`src/rtl/inst_fetch_unit.sv`:
```
// inst_fetch_unit: sequential instruction fetcher with prefetch FIFO, valid/ready delivery and jump flush.
// Optional macro IFU_MISALIGN_CHECK_EN adds misaligned jump-target detection with a HALT state.
//
// state | meaning
// IDLE  | just out of reset, no requests
// RUN   | issuing sequential fetches and delivering instructions
// HALT  | stopped after a misaligned jump, waits for an aligned jump
module inst_fetch_unit #(
  parameter int                ADDR_W    = 64,
  parameter logic [ADDR_W-1:0] BOOT_ADDR = '0,
  parameter int                DEPTH     = 4
) (
  input  logic              Clk,
  input  logic              Rst,
  output logic              RomReadEnableOut,
  output logic [ADDR_W-1:0] RomReadAddrOut,
  input  logic [31:0]       RomReadDataIn,
  input  logic              RomReadyIn,
  input  logic              JumpFlagIn,
  input  logic [ADDR_W-1:0] JumpAddrIn,
  output logic              InstValidOut,
  output logic [31:0]       InstOut,
  output logic [ADDR_W-1:0] InstAddrOut,
  input  logic              InstReadyIn,
  output logic              AddrMisalignOut
);

  localparam int PW = $clog2(DEPTH);
  localparam int CW = PW + 1;
  localparam logic [CW:0] DEPTH_V = (CW + 1)'(DEPTH);

  typedef enum logic [1:0] {
    IDLE = 2'd0,
    RUN  = 2'd1,
    HALT = 2'd2
  } state_t;

  state_t            state_q, state_d;
  logic [ADDR_W-1:0] pc_q;
  logic [ADDR_W-1:0] req_pc_q;
  logic              pending_q;
  logic [PW-1:0]     rd_ptr_q, wr_ptr_q;
  logic [CW-1:0]     count_q;
  logic [31:0]       fifo_inst [DEPTH];
  logic [ADDR_W-1:0] fifo_pc   [DEPTH];

  logic [CW:0] occupied;
  logic        jump, misalign_jump, issue, push, pop;

  assign jump = JumpFlagIn & (state_q != IDLE);

`ifdef IFU_MISALIGN_CHECK_EN
  assign misalign_jump = jump & (JumpAddrIn[1:0] != 2'b00);
`else
  assign misalign_jump = 1'b0;
`endif

  // In-flight request counts against capacity so the FIFO can never overflow
  assign occupied = {1'b0, count_q} + {{CW{1'b0}}, pending_q};
  assign issue    = (state_q == RUN) & ~JumpFlagIn & (occupied < DEPTH_V);
  assign push     = pending_q & RomReadyIn & ~JumpFlagIn;
  assign pop      = InstValidOut & InstReadyIn & ~JumpFlagIn;

  assign RomReadEnableOut = issue;
  assign RomReadAddrOut   = pc_q;
  assign InstValidOut     = (count_q != '0);
  assign InstOut          = InstValidOut ? fifo_inst[rd_ptr_q] : 32'h0;
  assign InstAddrOut      = InstValidOut ? fifo_pc[rd_ptr_q] : '0;

  always_ff @(posedge Clk or negedge Rst) begin
    if (!Rst) state_q <= IDLE;
    else      state_q <= state_d;
  end

  always_comb begin
    state_d = state_q;
    case (state_q)
      IDLE: state_d = RUN;
      RUN:  if (misalign_jump) state_d = HALT;
      HALT: if (jump && !misalign_jump) state_d = RUN;
      default: state_d = IDLE;
    endcase
  end

  always_ff @(posedge Clk or negedge Rst) begin
    if (!Rst) begin
      pc_q      <= BOOT_ADDR;
      req_pc_q  <= '0;
      pending_q <= 1'b0;
      rd_ptr_q  <= '0;
      wr_ptr_q  <= '0;
      count_q   <= '0;
    end else if (jump) begin
      pc_q      <= JumpAddrIn;
      pending_q <= 1'b0;
      rd_ptr_q  <= '0;
      wr_ptr_q  <= '0;
      count_q   <= '0;
    end else begin
      pending_q <= issue;
      if (issue) begin
        pc_q     <= pc_q + ADDR_W'(4);
        req_pc_q <= pc_q;
      end
      if (push) wr_ptr_q <= wr_ptr_q + PW'(1);
      if (pop)  rd_ptr_q <= rd_ptr_q + PW'(1);
      if (push && !pop)      count_q <= count_q + CW'(1);
      else if (!push && pop) count_q <= count_q - CW'(1);
    end
  end

  // Storage needs no reset: outputs are masked while the FIFO is empty
  always_ff @(posedge Clk) begin
    if (push) begin
      fifo_inst[wr_ptr_q] <= RomReadDataIn;
      fifo_pc[wr_ptr_q]   <= req_pc_q;
    end
  end

`ifdef IFU_MISALIGN_CHECK_EN
  logic misalign_q;

  always_ff @(posedge Clk or negedge Rst) begin
    if (!Rst)      misalign_q <= 1'b0;
    else if (jump) misalign_q <= misalign_jump;
  end

  assign AddrMisalignOut = misalign_q;
`else
  assign AddrMisalignOut = 1'b0;
`endif

endmodule

```
`config.mk`:
```
export PLATFORM = sky130hd
export DESIGN_NAME = inst_fetch_unit
export DESIGN_NICKNAME = d
export VERILOG_FILES = /design/src/rtl/inst_fetch_unit.sv
export SDC_FILE = /design/constraint.sdc
export NUM_CORES = 1
export LEC_CHECK = 0
export CORE_MARGIN = 5
export CORE_UTILIZATION = 50
export CTS_CLUSTER_SIZE = 30
export DETAILED_ROUTE_END_ITERATION = 8
export PLACE_DENSITY = 0.73
export SKIP_CTS_REPAIR_TIMING = 1
export SLEW_MARGIN = 25
export SYNTH_ARGS = -nofsm -noshare
export SYNTH_HDL_FRONTEND = slang
export SYNTH_SLANG_ARGS = --single-unit
```
`constraint.sdc`:
```
create_clock -name Clk -period 9.05 [get_ports Clk]
set_clock_uncertainty 0.15 [all_clocks]
set_input_delay 1.3575 -clock Clk [delete_from_list [all_inputs] [get_ports Clk]]
set_output_delay 1.3575 -clock Clk [all_outputs]
set_load 0.01 [all_outputs]
```
==> impl_metrics.tcl <==
set metrics [dict create \
    dr.pass1.iters 6 \
    clock_latency_ps 600 \
    worst_hold_path_type "reg2reg" \
    clock-sinks 521 \
    fin_util_pct 62.4 \
    core-area_um2 41900 \
    initial_core_util_pct 50.6 \
    wl_per_cell_um 23.3 \
    viasPerCell 5.76 \
    critPathKind "reg2out" \
    nNetsFinal 1755 \
    gp_congestion 0.856 \
    synth.distinct_cells 56 \
    yosysMostFrequentCell "edfxtp_1" \
    internal-power_mw 5.28 \
    regArea_um2 15000 \
    post-route-period-util_pct 55.7 \
    synthCells 1388 \
    dieArea_um2 46700 \
    max_stage_delay_ps 790 \
    ant_nets 0 \
    top_level_ports 264 \
    cts_made_buffers 52 \
    grt_pass1_vias 13279 \
    hold_path_depth 0 \
    max_slew.worst_pin.slew_ps 941 \
    cap_violations 0 \
    synth_area_leaders "edfxtp_1 54%, dfrtp_1 16%, mux4_2 10%, nand2_1 5.0%, and2_1 3.1%" \
    grt_max_degree 91 \
    h-tree-depth 2 \
    slew_violations 0 \
    antenna_found_initial 4 \
    cts_tree "built" \
    rrSetupSlack_ps 5970 \
    syn_area_um2 21200 \
    grt_overflow 0 \
    powerDensity_nw_per_um2 284 \
    peakVddDrop_mv 0.201 \
    path_clk_slew_ps 60 \
    synth_area_per_cell_um2 15.3 \
    yosysSeqAreaShare_pct 70.5 \
    ys.warnings.count 0 \
    dp_hpwl_mm 32.6 \
    cp_data_arrival_time_ps 3530 \
    finalSetupViolations 0 \
    rsz0062_at_grt "no" \
    slew_headroom_pct 37.3 \
    whs_ps 348 \
    p_switching_mw 2.15 \
    worstPathRequired_ps 7540 \
    synthArstFlopShare_pct 26.3 \
    clock_path_buffers 3 \
    crit_chain "buf_4 -> mux4_2 -> and2_1 -> clkdlybuf4s50_1" \
    max_freq_ghz 0.199 \
    min_period_ps 5040 \
    outcome "completed" \
    synth-edff-count 384 \
    p_sw_share_pct 28.9 \
    power.share.sequential_pct 43.1 \
    io_buffers 262 \
    wl_met1_mm 21.3 \
    power_frac_comb_pct 27.9 \
    wl_met2_mm 25.2 \
    rows 75 \
    syn2layout_area_growth_pct 23.2 \
    r2r-end "fifo_pc[3][16]" \
    die_w_um 216 \
    hold_viol_final 0 \
    dpl.cell_count 2132 \
    synth_top_area_cell "edfxtp_1" \
    slowest_stage "buf_4" \
    track_usage_pct 22.3 \
    fill_cells 3046 \
    worstHoldEndpoint "fifo_pc[1][3]" \
    routed-wl-met3_mm 4.20 \
    top_layer "met5" \
    start_kind "register" \
    power_leakage_nw 9.27 \
    synth_common_cells "384 x edfxtp_1, 284 x nand2_1, 137 x dfrtp_1" \
    grt_pass1_wl_mm 80.2 \
    synth_seq_cells 521 \
    synth_nets 1495 \
    wl_mm 52.0 \
    drc 0 \
    synth_ff_type "edfxtp_1" \
    drive_gt1_share_pct 13.1 \
    die_y_um 216 \
    drt_iter0_markers 1219 \
    pwr-share-clk_pct 28.9 \
    tns_ps 0 \
    dr_total_vias 12855 \
    critPathMaxFanout 45 \
    multi_input_area_um2 5980 \
    r2r_cells 4 \
    synth.top_cell.area_share_pct 54.3 \
    cts-root-buf "clkbuf_16" \
    min_from "req_pc_q[3]" \
    stdcell_count 2231 \
    r2r_start "pending_q" \
    critPathCaptureType "primary output" \
]
==> cell type report <==
class	count	share of cell area, %
sequential	521	57.2
multi-input combinational	788	22.8
timing repair buffer	276	10.6
clock buffer	74	5.68
tap	539	2.58
clock inverter	23	0.928
inverter	9	0.129
antenna	1	0.00957
==> power groups by stage <==
| stage | Sequential (mW) | Clock, mW | Combinational (mW) |
|---|---|---|---|
| floorplan | 3.12 | 0 | 1.12 |
| global placement | 3.23 | 0 | 2.06 |
| detailed placement | 3.25 | 0 | 2.10 |
| CTS | 3.21 | 2.19 | 2.11 |
| global route | 3.25 | 2.30 | 2.24 |
| finish | 3.20 | 2.15 | 2.08 |
==> cell usage in the layout, fill, tap and decap left out, types with 19 or more instances in the layout <==
cell / count
edfxtp_1: 384
and2_1: 101
xnor2_1: 24
nand2_1: 283
nand4_1: 24
nand3_1: 30
clkbuf_16: 54
xor2_1: 19
clkdlybuf4s50_1: 261
dfrtp_1: 135
mux4_2: 96
o21ai_0: 46
nor2_1: 33
==> worst max path at each step <==
stage           startpoint          endpoint  slack (ps)
6_report       rd_ptr_q[0]   InstAddrOut[42]        4010
5_1_grt        rd_ptr_q[0]   InstAddrOut[42]        3740
4_1_cts        rd_ptr_q[0]   InstAddrOut[42]        3870
3_5_place_dp    JumpFlagIn  RomReadEnableOut        4170
3_3_place_gp    JumpFlagIn  RomReadEnableOut        4230
2_1_floorplan   JumpFlagIn   fifo_inst[0][0]        4330
==> worst max-delay path: cells and delay by family, from the launching register on <==
family                 cells  cell delay (ps)
buffers and inverters      2             1300
DFF                        1              780
muxes                      1              580
and+or+nand+nor            1              250
==> registers in the layout, summed over array words and instances (netlist names) <==
| signal | flops |
|---|---|
| req_pc_q | 64 |
| pending_q | 1 |
| fifo_pc | 256 |
| count_q | 3 |
| wr_ptr_q | 2 |
| rd_ptr_q | 2 |
| state_q | 1 |
| RomReadAddrOut | 64 |
| fifo_inst | 128 |
==> per-layer routing <==
metal	vias up	GRT usage, %
met5	-	0
met4	6	6.32
met3	86	5.76
met2	525	35.4
met1	6549	31.1
li1	5689	-
==> kinds of logic after synthesis <==
family                     share of synthesized area (%)
muxes                                               10.3
other                                             0.0354
xor gates and xnor gates                            1.77
AOI/OAI and AO/OA                                   2.64
DFF                                                 70.5
buffers and inverters                               1.47
and+or+nand+nor                                     12.9
adders and majority gates                          0.389
==> per-stage QoR <==
| step | power [mW] | instance area (µm²) | setup WS (ps) |
|---|---|---|---|
| after floorplan | 4.24 | 21200 | 4330 |
| after global placement | 5.29 | 24400 | 4230 |
| after detailed placement | 5.35 | 24400 | 4170 |
| after CTS | 7.51 | 26100 | 3870 |
| after global routing | 7.78 | 26200 | 3740 |
| final | 7.43 | 26200 | 4010 |
No activity file was read; power rests on OpenSTA's default activity.
